===== config.mk =====
export PLATFORM = sky130hd
export DESIGN_NAME = uart_tx_buf
export DESIGN_NICKNAME = d
export VERILOG_FILES = /design/src/rtl/uart_tx_buf.sv
export SDC_FILE = /design/constraint.sdc
export NUM_CORES = 1
export LEC_CHECK = 0
export ABC_AREA = 1
export BUFFER_PORTS_ARGS = -buffer_cell sky130_fd_sc_hd__buf_4
export CORE_UTILIZATION = 35
export DETAILED_ROUTE_END_ITERATION = 16
export HOLD_SLACK_MARGIN = 0.15
export PLACE_DENSITY = 0.61
export REMOVE_ABC_BUFFERS = 1
export SLEW_MARGIN = 0
export SYNTH_ARGS = -nofsm -noshare
export SYNTH_HDL_FRONTEND = slang
export SYNTH_SLANG_ARGS = --single-unit

===== constraint.sdc =====
create_clock -name clk -period 6.9 [get_ports clk]
set_input_delay 0 -clock clk [delete_from_list [all_inputs] [get_ports clk]]
set_output_delay 0 -clock clk [all_outputs]
set_load 0.02 [all_outputs]

===== src/rtl/uart_tx_buf.sv =====
// -----------------------------------------------------------------------------
// uart_tx_buf
//
// Purpose: buffered UART transmitter. Bytes written through wr_en/wr_data
// go into a small FIFO. A framing FSM pops them one at a time and drives
// them out on tx as: start bit (0), 8 data bits LSB first, an optional
// even-parity bit, and a stop bit (1). Each bit lasts DIV_RATE clock cycles.
//
// Optional feature: define UART_TX_PARITY_EN to insert the even-parity bit
// (11-bit frame). When it is undefined the frame is 10 bits and no parity
// logic exists.
//
// Parameters:
//   DIV_RATE   - clock cycles per UART bit (2..511)
//   FIFO_DEPTH - transmit buffer entries (power of two, 2..16)
//
// Ports:
//   clk      in   clock, rising edge
//   reset    in   synchronous, active-high reset
//   wr_en    in   write strobe; pushes wr_data into the buffer
//   wr_data  in   byte to transmit
//   full     out  buffer holds FIFO_DEPTH entries (combinational from count)
//   overflow out  one-cycle pulse: a write was dropped because the buffer was full
//   tx_busy  out  high while the FSM is not IDLE
//   tx_end   out  one-cycle pulse during the last cycle of each stop bit
//   tx       out  registered serial line, idles high
// -----------------------------------------------------------------------------
module uart_tx_buf #(
    parameter int DIV_RATE   = 260,
    parameter int FIFO_DEPTH = 4
) (
    input  logic       clk,
    input  logic       reset,
    input  logic       wr_en,
    input  logic [7:0] wr_data,
    output logic       full,
    output logic       overflow,
    output logic       tx_busy,
    output logic       tx_end,
    output logic       tx
);

    localparam int PTR_W = $clog2(FIFO_DEPTH);
    localparam int CNT_W = PTR_W + 1;
    localparam logic [8:0]       DIV_RELOAD = 9'(DIV_RATE - 1);
    localparam logic [CNT_W-1:0] DEPTH_CNT  = CNT_W'(FIFO_DEPTH);

    typedef enum logic [2:0] {
        IDLE,
        START,
        DATA,
`ifdef UART_TX_PARITY_EN
        PARITY,
`endif
        STOP
    } state_t;

    // Buffer storage and pointers; pointers wrap naturally at FIFO_DEPTH.
    logic [7:0]       mem [FIFO_DEPTH];
    logic [PTR_W-1:0] wr_ptr_q, wr_ptr_d;
    logic [PTR_W-1:0] rd_ptr_q, rd_ptr_d;
    logic [CNT_W-1:0] count_q, count_d;

    state_t     state_q, state_d;
    logic [8:0] div_cnt_q, div_cnt_d;
    logic [2:0] bit_cnt_q, bit_cnt_d;
    logic [7:0] shift_q, shift_d;
    logic       tx_q, tx_d;
    logic       overflow_q, overflow_d;
`ifdef UART_TX_PARITY_EN
    logic       parity_q, parity_d;
`endif

    logic [7:0] head;
    logic       not_empty;
    logic       bit_done;
    logic       pop;
    logic       push;

    assign head      = mem[rd_ptr_q];
    assign not_empty = (count_q != '0);
    assign bit_done  = (div_cnt_q == 9'd0);
    assign full      = (count_q == DEPTH_CNT);

    // A pop happens only where a new frame begins: from IDLE, or on the
    // final stop cycle so consecutive frames abut with no idle gap.
    assign pop  = not_empty && ((state_q == IDLE) || ((state_q == STOP) && bit_done));
    // The pop frees a slot in the same cycle, so a write while full is still
    // accepted when it coincides with a pop.
    assign push = wr_en && (!full || pop);

    assign overflow_d = wr_en && full && !pop;

    assign overflow = overflow_q;
    assign tx       = tx_q;
    assign tx_busy  = (state_q != IDLE);
    assign tx_end   = (state_q == STOP) && bit_done;

    // Buffer bookkeeping
    always_comb begin
        wr_ptr_d = wr_ptr_q;
        rd_ptr_d = rd_ptr_q;
        count_d  = count_q;
        if (push) wr_ptr_d = wr_ptr_q + 1'b1;
        if (pop)  rd_ptr_d = rd_ptr_q + 1'b1;
        if (push && !pop)      count_d = count_q + 1'b1;
        else if (pop && !push) count_d = count_q - 1'b1;
    end

    // Framing FSM. tx_d is the line value for the state being entered, so
    // tx_q and state_q always change on the same edge.
    always_comb begin
        state_d   = state_q;
        div_cnt_d = div_cnt_q;
        bit_cnt_d = bit_cnt_q;
        shift_d   = shift_q;
        tx_d      = tx_q;
`ifdef UART_TX_PARITY_EN
        parity_d  = parity_q;
`endif
        if (state_q != IDLE) begin
            div_cnt_d = bit_done ? DIV_RELOAD : (div_cnt_q - 9'd1);
        end

        case (state_q)
            IDLE: begin
                tx_d = 1'b1;
                if (pop) begin
                    state_d   = START;
                    tx_d      = 1'b0;
                    shift_d   = head;
                    div_cnt_d = DIV_RELOAD;
`ifdef UART_TX_PARITY_EN
                    parity_d  = ^head;
`endif
                end
            end
            START: begin
                if (bit_done) begin
                    state_d   = DATA;
                    bit_cnt_d = 3'd0;
                    tx_d      = shift_q[0];
                    shift_d   = {1'b0, shift_q[7:1]};
                end
            end
            DATA: begin
                if (bit_done) begin
                    if (bit_cnt_q == 3'd7) begin
                        bit_cnt_d = 3'd0;
`ifdef UART_TX_PARITY_EN
                        state_d   = PARITY;
                        tx_d      = parity_q;
`else
                        state_d   = STOP;
                        tx_d      = 1'b1;
`endif
                    end else begin
                        bit_cnt_d = bit_cnt_q + 3'd1;
                        tx_d      = shift_q[0];
                        shift_d   = {1'b0, shift_q[7:1]};
                    end
                end
            end
`ifdef UART_TX_PARITY_EN
            PARITY: begin
                if (bit_done) begin
                    state_d = STOP;
                    tx_d    = 1'b1;
                end
            end
`endif
            STOP: begin
                if (bit_done) begin
                    if (pop) begin
                        state_d  = START;
                        tx_d     = 1'b0;
                        shift_d  = head;
`ifdef UART_TX_PARITY_EN
                        parity_d = ^head;
`endif
                    end else begin
                        state_d = IDLE;
                        tx_d    = 1'b1;
                    end
                end
            end
            default: begin
                state_d   = IDLE;
                tx_d      = 1'b1;
                div_cnt_d = DIV_RELOAD;
            end
        endcase
    end

    always_ff @(posedge clk) begin
        if (reset) begin
            state_q    <= IDLE;
            div_cnt_q  <= DIV_RELOAD;
            bit_cnt_q  <= 3'd0;
            shift_q    <= 8'd0;
            tx_q       <= 1'b1;
            overflow_q <= 1'b0;
            wr_ptr_q   <= '0;
            rd_ptr_q   <= '0;
            count_q    <= '0;
`ifdef UART_TX_PARITY_EN
            parity_q   <= 1'b0;
`endif
        end else begin
            state_q    <= state_d;
            div_cnt_q  <= div_cnt_d;
            bit_cnt_q  <= bit_cnt_d;
            shift_q    <= shift_d;
            tx_q       <= tx_d;
            overflow_q <= overflow_d;
            wr_ptr_q   <= wr_ptr_d;
            rd_ptr_q   <= rd_ptr_d;
            count_q    <= count_d;
`ifdef UART_TX_PARITY_EN
            parity_q   <= parity_d;
`endif
        end
    end

    // Storage needs no reset: the count and pointers define validity.
    always_ff @(posedge clk) begin
        if (push && !reset) begin
            mem[wr_ptr_q] <= wr_data;
        end
    end

endmodule


## Word-level counts from Yosys, hierarchy flattened

Memories as Yosys holds them, arrays and structs flattened. A register that Yosys moved wholly into a read port is not among the register bits.
Cells that the tools add are included.

- Eq/ne operators: 11
- Mux-type cells: 33
- $add $sub $neg: 6
- Reductions and logical operators: 26

Operators with widths:

| kind | count |
|---|---|
| $mux 8 | 5 |
| $pmux 8 s4 | 1 |
| $mux 3 | 10 |
| $mux 9 | 3 |
| $pmux 9 s2 | 1 |
| $ne 2x2->1 const B | 6 |
| $pmux 3 s4 | 1 |
| $reduce_and 5->1 | 2 |
| $logic_not 9->1 | 1 |
| $sub 9x1->9 const B | 1 |
| $logic_and 1x1->1 | 8 |
| $mux 1 | 8 |
| $add 3x1->3 const B | 2 |
| $eq 3x2->1 const B | 2 |
| $eq 3x3->1 const B | 2 |
| $pmux 3 s2 | 1 |
| $reduce_and 3->1 | 2 |
| $reduce_bool 3->1 | 2 |
| $add 2x1->2 const B | 2 |
| $logic_not 1->1 | 4 |
| $mux 2 | 2 |
| $pmux 1 s4 | 1 |
| $reduce_bool 2->1 | 2 |
| $reduce_bool 4->1 | 1 |
| 5 further kinds | 6 |

- Memory bits (writable): 32
- Memories kept: 1
- Bits in registers: 32
- Input bits: 11
- Output and inout bits: 5
- Word-level logic and storage cells: 86

Memories:

| name | depth | bits a word | rd ports | clocked after memory_dff | wr ports | RTL line | source |
|---|---|---|---|---|---|---|---|
| mem | 4 | 8 | 1 | 1 | 1 | 59 | `logic [7:0] mem [FIFO_DEPTH];` |

## Logic depth before layout (Yosys ltp)

Gate-level depths: netlist of the first run.

- Word-level depth: 10
- Mapped depth: 17
- Gate-level depth less buffers: 17

## Worst setup path before layout of the first run

Ideal clock, no wire load.

- Path type: register to register
- From: reg div_cnt_q[0]
- To: reg count_q[2]
- Setup time: 122 ps
- Period minus slack after synthesis: 2333 ps
- Path buffers: 0
- Data arrival time: 2211 ps
- Cell stages (with the launch flop): 18
- Setup slack: 4567 ps
- Data required time: 6778 ps
- Cell sequence: dfxtp_1 > inv_1 > ha_1 > nand2_2 > nor2_4 > nand3_2 > nand2_4 > nand2_8 > nand2_2 > nand2_2 > inv_2 > ha_1 > inv_1 > fa_1 > a21oi_1 > o21ai_0 > o21ai_0 > a21oi_1

- Longest elaborated chain between the ends: 9
- Elaborated cells between the ends (all ways): 12
- Classes of those cells: mux (1); reduce/logical (11)

Ends and longest elaborated chain:

| element | RTL line | source |
|---|---|---|
| start, declared | 65 | `logic [8:0] div_cnt_q, div_cnt_d;` |
| start signal, assigned | 211 | `div_cnt_q <= div_cnt_d;` |
| $logic_not 9->1 (*) | 82 | `assign bit_done = (div_cnt_q == 9'd0);` |
| $logic_and 1x1->1 (*) | 87 | `assign pop = not_empty && ((state_q == IDLE) \|\| ((state_q == STOP) && bit_done));` |
| $logic_or 1x1->1 (*) | 87 |  |
| $logic_and 1x1->1 (*) | 87 |  |
| $logic_or 1x1->1 | 90 | `assign push = wr_en && (!full \|\| pop);` |
| $logic_and 1x1->1 | 90 |  |
| $logic_not 1->1 | 107 | `else if (pop && !push) count_d = count_q - 1'b1;` |
| $logic_and 1x1->1 | 107 |  |
| $reduce_bool 2->1 (no source line) | n/a |  |
| end signal, assigned | 218 | `count_q <= count_d;` |
| end, declared | 62 | `logic [CNT_W-1:0] count_q, count_d;` |

Mark *: on every way between the ends. The rest lies on a longest branch, timed or not.
A chain may end at the register's enable or synchronous reset.

## Worst setup path in the final report of the first run

Ends and elaborated chain as after synthesis.

==> flow_summary.json, run 1 <==
{
  "status": "complete, but fails checks",
  "failed_checks": "DRC",
  "drt_iter0_markers": 70,
  "critPathMaxStageDelay_ns": 0.38,
  "fin_skew_ns": 0.0115,
  "routedWlPerCell_um": 11.5,
  "grt.met2_usage_pct": 21.8,
  "dieHeight_um": 97.9,
  "power_leakage_nw": 1.66,
  "setup_repair_after_global_routing_missed_its_margin": "false",
  "multi_input_area_um2": 1250,
  "post_cts_setup_repair_bufs": 0,
  "finalSetupTns_ns": 0,
  "critical-path-top-cell-by-count": "sky130_fd_sc_hd__nand2_2",
  "die_w_um": 97.9,
  "synth_sequential_area_ratio_pct": 50.3,
  "grt_overflow": 0,
  "reg2reg_setup_slack_ns": 4.37,
  "post-dp-hpwl_um": 4100,
  "launch_instance_of_the_worst_register_to_register_path": "div_cnt_q[0]$_SDFF_PP1_",
  "clock_tree_from_tritoncts": "yes",
  "clock_sink_count": 65,
  "routed_via_density": 4.44,
  "worst_slew_pin_slew_ns": 0.786,
  "cellPowerDensity_nw_per_um2": 377,
  "met1_usage_pct": 17.2,
  "grt_pass1_wl_um": 10200,
  "worst-path-max-fanout": 9,
  "timing.final.crit_share_pct": 36.7,
  "min_path_cells": 2,
  "drcViolationCount": 1,
  "final_core_utilization_pct": 42.2,
  "worst_r2r_path_depth": 17,
  "relative_contribution_of_combinational_cells_to_total_power_pct": 40.4,
  "finalWeightedCongestion": 0.759,
  "most_common_library_cell_in_the_layout_ignoring_fill_and_taps": "sky130_fd_sc_hd__inv_1",
  "p_switching_mw": 0.559,
  "timing.final.max_slew_violations": 0,
  "fin_total_pwr_mw": 1.40,
  "core_um2": 8810,
  "area.growth.synth_to_final_pct": 15.5,
  "cpMaxStageDelayCell": "sky130_fd_sc_hd__fa_1",
  "number_of_fill_cells": 850,
  "yosys_warnings": 0,
  "floorplan.die_area_um2": 9590,
  "worstSkewPairLatency_ns": 0.35,
  "setup_viol": 0,
  "p_int_mw": 0.842,
  "globalRoute.busiestLayer": "met2",
  "max_freq_mhz": 395,
  "clockRootBuffer": "sky130_fd_sc_hd__clkbuf_8",
  "r2r-end": "count_q[2]$_SDFFE_PP0P_",
  "ctsHtreeMaxLevel": 3,
  "dr_total_vias": 2254,
  "seqPwrFrac_pct": 36.7,
  "ir_drop_v": 0.000156,
  "largest_net_degree_at_the_start_of_global_routing": 20,
  "insertedDiodeCount": 0,
  "drt.antenna.violating_nets": 0,
  "cp-end-kind": "flip-flop",
  "final_net_count": 420,
  "synth_area_um2": 3220,
  "layout-drive-gt1-share_pct": 15.3,
  "cp.required_ns": 7.13,
  "area.sequential_um2": 1620,
  "hp-class": "input port to flip-flop",
  "worst_setup_hold_path_clk_slew_ns": 0.08,
  "synth.ff_latch_count": 65,
  "clockBufferDepth": 2,
  "global_route_usage_over_all_layers_pct": 13.5,
  "maxSlewHeadroom_pct": 47.4,
  "timing.max_cap.violations": 0,
  "min_delay_worst_endpoint": "mem[2][0]$_DFFE_PP_",
  "worst_setup_path_start_kind": "flip-flop",
  "synth.avg_cell_area_um2": 8.78,
  "routed_wl_um": 5870,
  "post_synth_inst_count": 367,
  "grt_util_met3_pct": 3.22,
  "initial_utilization_pct": 36.6,
  "commonest_non_fill_non_tap_cells_in_the_layout": "sky130_fd_sc_hd__inv_1 (69), sky130_fd_sc_hd__nand2_1 (67), sky130_fd_sc_hd__dfxtp_1 (33)",
  "post-route-min-period_ns": 2.53,
  "path_cells": "inv_1, ha_1, nand2_2, nor2_4, nand3_2, nand2_4, nand2_8, nand2_2, nand2_2, inv_2, ha_1, inv_1, fa_1, a21oi_1, o21ai_0, o21ai_0, a21oi_1",
  "number_of_placement_rows": 34,
  "grt_antenna_before_repair": 0,
  "p_clk_share_pct": 22.9,
  "synth_cell_type_count": 34,
  "power_switching_share_pct": 39.9,
  "min_from": "wr_data[0]",
  "port_buffers": 15,
  "arrival_ns": 2.76,
  "hold_viol": 0,
  "io-pin-count": 16,
  "crit_type": "flip-flop to flip-flop",
  "detail_route.first_pass.iterations": 10,
  "numCtsBuffers": 9,
  "via_count_of_the_first_global_routing_pass": 2194
}
==> metal layers <==
layer  vias up  part of all wire [%]
met2        22                    47
met4         0                   1.7
met3        11                   2.5
met1      1005                    49
met5         -                     0
li1       1216                     -
==> layout make-up <==
cell class | instances | share of cell area (%)
inverters | 80 | 8.08
clock inverters | 7 | 1.88
flip-flops and latches | 65 | 43.6
repair buffers | 25 | 5.72
clock buffers | 9 | 3.33
multi-input cells | 214 | 33.7
well taps | 108 | 3.63
==> cell usage after synthesis (all sizes together) <==
master / number / area [um^2]
nor3: 6 / 35.0
o21ai: 16 / 83.8
dfxtp: 33 / 661
nand2: 80 / 375
clkinv: 1 / 3.75
mux2i: 7 / 70.1
nor2: 33 / 150
inv: 79 / 297
nand4: 10 / 62.6
edfxtp: 32 / 961
ha: 13 / 163
nand3: 25 / 143
clkbuf: 2 / 7.51
a21oi: 14 / 81.3
o211ai: 3 / 22.5
fa: 1 / 20.0
xor2: 4 / 35.0
nor3b: 1 / 7.51
buf: 6 / 36.3
a31oi: 1 / 6.26
==> power groups by stage <==
stage	Clock, mW	Combinational (mW)	Sequential (mW)
6_report	0.321	0.566	0.514
5_1_grt	0.345	0.646	0.523
4_1_cts	0.329	0.573	0.515
3_5_place_dp	0	0.566	0.523
3_3_place_gp	0	0.554	0.522
2_1_floorplan	0	0.448	0.511
==> per-stage QoR <==
step / setup slack, ns / area [um^2] / hold WS [ns] / instances
detailed placement: 4.39 / 3420 / 0.208 / 482
global route: 4.18 / 3720 / 0.406 / 508
global placement: 4.43 / 3420 / 0.206 / 482
CTS: 4.36 / 3720 / 0.396 / 508
finish: 4.37 / 3720 / 0.408 / 508
floorplan: 4.57 / 3180 / 0.0691 / 359
==> worst max path at each step <==
| stage | endpoint | slack (ns) | start |
|---|---|---|---|
| floorplan | count_q[2]$_SDFFE_PP0P_ | 4.57 | div_cnt_q[0]$_SDFF_PP1_ |
| global placement | count_q[2]$_SDFFE_PP0P_ | 4.43 | div_cnt_q[0]$_SDFF_PP1_ |
| detailed placement | count_q[2]$_SDFFE_PP0P_ | 4.39 | div_cnt_q[0]$_SDFF_PP1_ |
| CTS | count_q[2]$_SDFFE_PP0P_ | 4.36 | div_cnt_q[0]$_SDFF_PP1_ |
| global route | count_q[2]$_SDFFE_PP0P_ | 4.18 | div_cnt_q[0]$_SDFF_PP1_ |
| finish | count_q[2]$_SDFFE_PP0P_ | 4.37 | div_cnt_q[0]$_SDFF_PP1_ |
==> worst max-delay path, delay by kind of cell, from the launching register on <==
family	cells	cell delay (ns)
simple gates	7	0.67
fa+ha+maj	3	0.72
buf+inv	3	0.27
compound gates	4	0.45
flops	1	0.30
==> state kept, by name, indices dropped and copies added, names as in the netlist, named ones only <==
register / flops
mem: 32
div_cnt_q: 9
shift_q: 8
bit_cnt_q: 3
count_q: 3
rd_ptr_q: 2
state_q: 2
wr_ptr_q: 2
overflow: 1
tx: 1
==> kinds of logic after synthesis <==
family	share of synthesized area, %
buffers and inverters	10.7
XOR/XNOR	1.09
adder cells (fa/ha/maj)	5.67
AO/OA/AOI/OAI	6.02
AND/OR/NAND/NOR	24.0
multiplexers	2.18
flip-flops	50.3
==> repair_timing <==
item                                   CTS  global route
hold buffers                            10             0
gates resized for setup                  0             0
endpoints found under the hold margin   49             0
Power figures use the tool's default switching activity.
==> inputs of run 2 (changes only) <==
Settings changed: PLACE_DENSITY 0.61 to 0.63.
Clock period 6.9 ns to 2.1 ns, I/O delays scaled along.
==> flow_summary.json, run 2 (synthesized netlist as in run 1, its figures left out) <==
{
  "status": "complete, but fails checks",
  "failed_checks": "setup timing",
  "crit_type": "flip-flop to flip-flop",
  "finalWeightedCongestion": 0.776,
  "holdWs_ns": 0.404,
  "max_freq_mhz": 453,
  "fin_total_pwr_mw": 5.16,
  "clockBufferDepth": 2,
  "p_clk_share_pct": 22.1,
  "initial_utilization_pct": 36.6,
  "registers.top_by_ff_count": "mem",
  "final_net_count": 456,
  "drt.antenna.violating_nets": 0,
  "timing.max_cap.violations": 0,
  "largest_net_degree_at_the_start_of_global_routing": 19,
  "arrival_ns": 2.43,
  "die_w_um": 97.9,
  "worst-path-max-fanout": 3,
  "number_of_fill_cells": 805,
  "relative_contribution_of_combinational_cells_to_total_power_pct": 45.9,
  "seqPwrFrac_pct": 31.9,
  "detail_route.first_pass.iterations": 4,
  "post-dp-hpwl_um": 4180,
  "routed_via_density": 4.49,
  "area.growth.synth_to_final_pct": 28.5,
  "globalRoute.busiestLayer": "met2",
  "routedWlPerCell_um": 11.4,
  "maxSlewHeadroom_pct": 75.5,
  "worst_slew_pin_slew_ns": 0.367,
  "grt_overflow": 0,
  "hold_viol": 0,
  "cp.required_ns": 2.32,
  "critPathMaxStageDelay_ns": 0.35,
  "layout-drive-gt1-share_pct": 26.1,
  "global_route_usage_over_all_layers_pct": 14.2,
  "power_leakage_nw": 1.90,
  "ctsHtreeMaxLevel": 3,
  "floorplan.die_area_um2": 9590,
  "drcViolationCount": 0,
  "power_switching_share_pct": 37.6,
  "dr_total_vias": 2445,
  "worst_setup_path_start_kind": "flip-flop",
  "routed_wl_um": 6230,
  "final_core_utilization_pct": 47.0,
  "layout_setup_ws_ns": -0.107,
  "grt.met2_usage_pct": 22.3,
  "p_switching_mw": 1.94,
  "setup_repair_after_global_routing_missed_its_margin": "true",
  "clock_sink_count": 65,
  "largest_register_ffs": 32,
  "timing.final.max_slew_violations": 0,
  "clock_tree_from_tritoncts": "yes",
  "grt_antenna_before_repair": 0,
  "p_int_mw": 3.22,
  "port_buffers": 15,
  "met1_usage_pct": 18.2,
  "ir_drop_v": 0.000709,
  "cp-end-kind": "flip-flop",
  "grt_util_met3_pct": 3.87,
  "insertedDiodeCount": 0,
  "hp-class": "input port to flip-flop",
  "finalSetupTns_ns": -0.107,
  "dieHeight_um": 97.9,
  "grt_pass1_wl_um": 10700,
  "via_count_of_the_first_global_routing_pass": 2324,
  "path_cells": "inv_2, ha_4, nand2_4, nor2_4, nand3_2, nand2_4, nand2_8, nand2_4, nand2_4, inv_4, ha_4, inv_2, fa_2, a21oi_2, o21ai_1, o21ai_1, a21oi_1",
  "setup_viol": 1,
  "clockRootBuffer": "sky130_fd_sc_hd__clkbuf_8",
  "number_of_placement_rows": 34,
  "drt_iter0_markers": 125,
  "cpMaxStageDelayCell": "sky130_fd_sc_hd__fa_2",
  "reg2reg_setup_slack_ns": -0.11,
  "critical-path-top-cell-by-count": "sky130_fd_sc_hd__nand2_4",
  "io-pin-count": 16,
  "worstSkewPairLatency_ns": 0.34,
  "core_um2": 8810,
  "commonest_non_fill_non_tap_cells_in_the_layout": "sky130_fd_sc_hd__inv_1 (66), sky130_fd_sc_hd__nand2_1 (66), sky130_fd_sc_hd__buf_4 (49)",
  "largestRegisters": "mem: 32 flops, div_cnt_q: 9 flops, shift_q: 8 flops",
  "worst_setup_hold_path_clk_slew_ns": 0.07,
  "post-route-min-period_ns": 2.21,
  "fin_skew_ns": 0.00923,
  "timing.final.crit_share_pct": 105,
  "cellPowerDensity_nw_per_um2": 1250,
  "numCtsBuffers": 9
}
run 2: critical path: cells and delay by family, from the launching register on:
family                   cells  cell delay [ns]
flip-flops                   1             0.32
AO/OA/AOI/OAI                4             0.44
AND/OR/NAND/NOR              7             0.54
buffers and inverters        3             0.17
adder cells (fa/ha/maj)      3             0.61
run 2: layer usage:
layer / vias up / share of wire [%]
li1: 1296 / -
met1: 1099 / 46
met2: 43 / 49
met3: 7 / 3.8
met4: 0 / 1.8
met5: - / 0
run 2: path summary, 6_finish.rpt:
path | startpoint | depth (start not counted) | end
worst max-delay path | div_cnt_q[1]$_SDFF_PP1_ | 17 | count_q[2]$_SDFFE_PP0P_
worst min-delay path | wr_data[0] | 2 | mem[0][0]$_DFFE_PP_
worst max register to register | div_cnt_q[1]$_SDFF_PP1_ | 17 | count_q[2]$_SDFFE_PP0P_
worst min register to register | bit_cnt_q[1]$_SDFFE_PP0P_ | 2 | bit_cnt_q[1]$_SDFFE_PP0P_
run 2: timing repair:
item	in CTS	in global routing
gates resized for setup	14	20
pin swaps	9	20
hold endpoints to repair	48	0
setup buffers	9	4
hold buffers	10	0
setup endpoints to repair	2	40
run 2: stage by stage:
step                      instances  instance area (um^2)  setup WS, ns
after detailed placement        508                  3620        -0.205
after floorplan                 359                  3180        -0.234
after global routing            544                  4140        -0.251
after CTS                       543                  4050       -0.0771
after global placement          508                  3620        -0.125
final                           544                  4140        -0.107
run 2: power by group through the flow:
stage          Clock, mW  Combinational, mW  Sequential [mW]
4_1_cts             1.17               2.27             1.65
6_report            1.14               2.37             1.65
3_5_place_dp           0               2.10             1.67
3_3_place_gp           0               2.06             1.66
2_1_floorplan          0               1.47             1.68
5_1_grt             1.23               2.68             1.67
run 2: cell type report:
cell class / count / area [um^2] / share of cell area (%)
clock buffer: 14 / 184 / 4.44
clock inverter: 2 / 35.0 / 0.846
inverter: 80 / 303 / 7.32
multi-input combinational: 214 / 1370 / 33.1
sequential: 65 / 1620 / 39.2
tap: 108 / 135 / 3.26
timing repair buffer: 61 / 490 / 11.9
==> inputs of run 3 (changes only) <==
Settings changed: RECOVER_POWER from default to 25.
==> flow_summary.json, run 3 (synthesized netlist as in run 1, its figures left out) <==
{
  "layout-drive-gt1-share_pct": 24.8,
  "status": "complete, but fails checks",
  "dp_cells": 508,
  "failed_checks": "setup timing",
  "hp-class": "input port to flip-flop",
  "layout_setup_ws_ns": -0.106,
  "grt_antenna_before_repair": 0,
  "seqPwrFrac_pct": 31.9,
  "timing.critical_path.depth": 17,
  "worst_slew_pin_slew_ns": 0.363,
  "hold_viol": 0,
  "layout.cells.non_filler": 544,
  "largest_register_ffs": 32,
  "ir_drop_v": 0.000709,
  "number_of_fill_cells": 814,
  "finalSetupTns_ns": -0.106,
  "insertedDiodeCount": 0,
  "power_switching_share_pct": 37.7,
  "worst-path-max-fanout": 3,
  "worst_r2r_path_depth": 17,
  "critPathMaxStageDelay_ns": 0.35,
  "path_cells": "inv_2, ha_4, nand2_4, nor2_4, nand3_2, nand2_4, nand2_8, nand2_4, nand2_4, inv_4, ha_4, inv_2, fa_2, a21oi_2, o21ai_1, o21ai_1, a21oi_1",
  "cpMaxStageDelayCell": "sky130_fd_sc_hd__fa_2",
  "p_switching_mw": 1.95,
  "commonest_non_fill_non_tap_cells_in_the_layout": "sky130_fd_sc_hd__inv_1 (66), sky130_fd_sc_hd__nand2_1 (66), sky130_fd_sc_hd__buf_4 (43)",
  "drcViolationCount": 0,
  "p_clk_share_pct": 22.2,
  "clock_tree_from_tritoncts": "yes",
  "via_count_of_the_first_global_routing_pass": 2324,
  "post-route-min-period_ns": 2.21,
  "timing.max_cap.violations": 0,
  "number_of_placement_rows": 34,
  "relative_contribution_of_combinational_cells_to_total_power_pct": 45.9,
  "core_um2": 8810,
  "max_freq_mhz": 453,
  "worst_setup_hold_path_clk_slew_ns": 0.07,
  "maxSlewHeadroom_pct": 75.8,
  "numCtsBuffers": 9,
  "routed_wl_um": 6240,
  "largestRegisters": "mem: 32 flops, div_cnt_q: 9 flops, shift_q: 8 flops",
  "port_buffers": 15,
  "postLayoutCellArea_um2": 4120,
  "floorplan.die_area_um2": 9590,
  "timing.final.crit_share_pct": 105,
  "setup_viol": 1,
  "p_int_mw": 3.22,
  "routedWlPerCell_um": 11.5,
  "clockBufferDepth": 2,
  "drt_iter0_markers": 124,
  "critical-path-top-cell-by-count": "sky130_fd_sc_hd__nand2_4",
  "drt.antenna.violating_nets": 0,
  "clock_sink_count": 65,
  "place_area_um2": 3620,
  "power_leakage_nw": 1.88,
  "dieHeight_um": 97.9,
  "clockRootBuffer": "sky130_fd_sc_hd__clkbuf_8",
  "registers.top_by_ff_count": "mem",
  "arrival_ns": 2.43,
  "final_net_count": 456,
  "finalWeightedCongestion": 0.776,
  "largest_net_degree_at_the_start_of_global_routing": 19,
  "cellPowerDensity_nw_per_um2": 1250,
  "holdWs_ns": 0.414,
  "dr_total_vias": 2440,
  "initial_utilization_pct": 36.6,
  "routed_via_density": 4.49,
  "grt_overflow": 0,
  "cp-end-kind": "flip-flop",
  "detail_route.first_pass.iterations": 4,
  "io-pin-count": 16,
  "die_w_um": 97.9,
  "reg2reg_setup_slack_ns": -0.11,
  "grt_pass1_wl_um": 10700,
  "setup_repair_after_global_routing_missed_its_margin": "true",
  "timing.critical_path.max_delay_family": "adder cells",
  "crit_type": "flip-flop to flip-flop",
  "pre_cts_slack_ns": -0.205,
  "cp.required_ns": 2.32,
  "fin_skew_ns": 0.00906,
  "critical_path.n_buffers_inverters": 3,
  "worst_setup_path_start_kind": "flip-flop",
  "global_route_usage_over_all_layers_pct": 14.2,
  "area.growth.synth_to_final_pct": 27.8,
  "post-dp-hpwl_um": 4180,
  "worstSkewPairLatency_ns": 0.34,
  "min_path_cells": 2,
  "ctsHtreeMaxLevel": 3,
  "timing.final.max_slew_violations": 0
}
[run 3: cell types whose count changed in the layout (fill, tap and decap cells not counted), sizes merged]
cell	before	now
buf	51	45
clkbuf	14	20
[run 3: area by class of cell]
type | instances | area (um^2) | area share (%)
inverter | 80 | 303 | 7.36
clock inverter | 2 | 35.0 | 0.851
timing repair buffer | 61 | 468 | 11.4
multi-input combinational | 214 | 1370 | 33.3
clock buffer | 14 | 184 | 4.47
tap | 108 | 135 | 3.28
sequential | 65 | 1620 | 39.4
[run 3: stage by stage]
step	total power, mW	util [%]
2_1_floorplan	3.15	-
3_3_place_gp	3.72	41.1
3_5_place_dp	3.77	41.1
4_1_cts	5.09	45.9
5_1_grt	5.58	46.7
6_report	5.16	46.7
[run 3: timing repair]
item / in CTS / in global routing
hold buffers: 10 / 0
pin swaps: 9 / 20
buffers inserted: 9 / 4
resized for setup: 14 / 20
hold endpoints to repair: 48 / 0
setup endpoints to repair: 2 / 40
[run 3: power groups by stage]
stage / Combinational, mW / Clock, mW / Sequential (mW)
final: 2.37 / 1.15 / 1.65
after detailed placement: 2.10 / 0 / 1.67
after global placement: 2.06 / 0 / 1.66
after CTS: 2.27 / 1.17 / 1.65
after global routing: 2.67 / 1.23 / 1.67
after floorplan: 1.47 / 0 / 1.68
[run 3: path summary, 6_finish.rpt]
kind / start / end
max: div_cnt_q[1]$_SDFF_PP1_ / count_q[2]$_SDFFE_PP0P_
min reg2reg: bit_cnt_q[1]$_SDFFE_PP0P_ / bit_cnt_q[1]$_SDFFE_PP0P_
min: wr_data[2] / mem[2][2]$_DFFE_PP_
max reg2reg: div_cnt_q[1]$_SDFF_PP1_ / count_q[2]$_SDFFE_PP0P_
[run 3: worst reg2reg max path, delay by kind of cell, from the launching register on]
kind                       cells  cell delay (ns)
adders and majority gates      3             0.61
and+or+nand+nor                7             0.54
AOI/OAI and AO/OA              4             0.44
DFF                            1             0.32
buffers and inverters          3             0.17
[run 3: routing by layer]
layer  share of wire (%)  vias to the layer above  global-route usage (%)
li1                    -                     1294                       -
met1                  47                     1099                    18.2
met2                  48                       40                    22.3
met3                 3.2                        7                    3.87
met4                 1.8                        0                    6.29
met5                   0                        -                       0
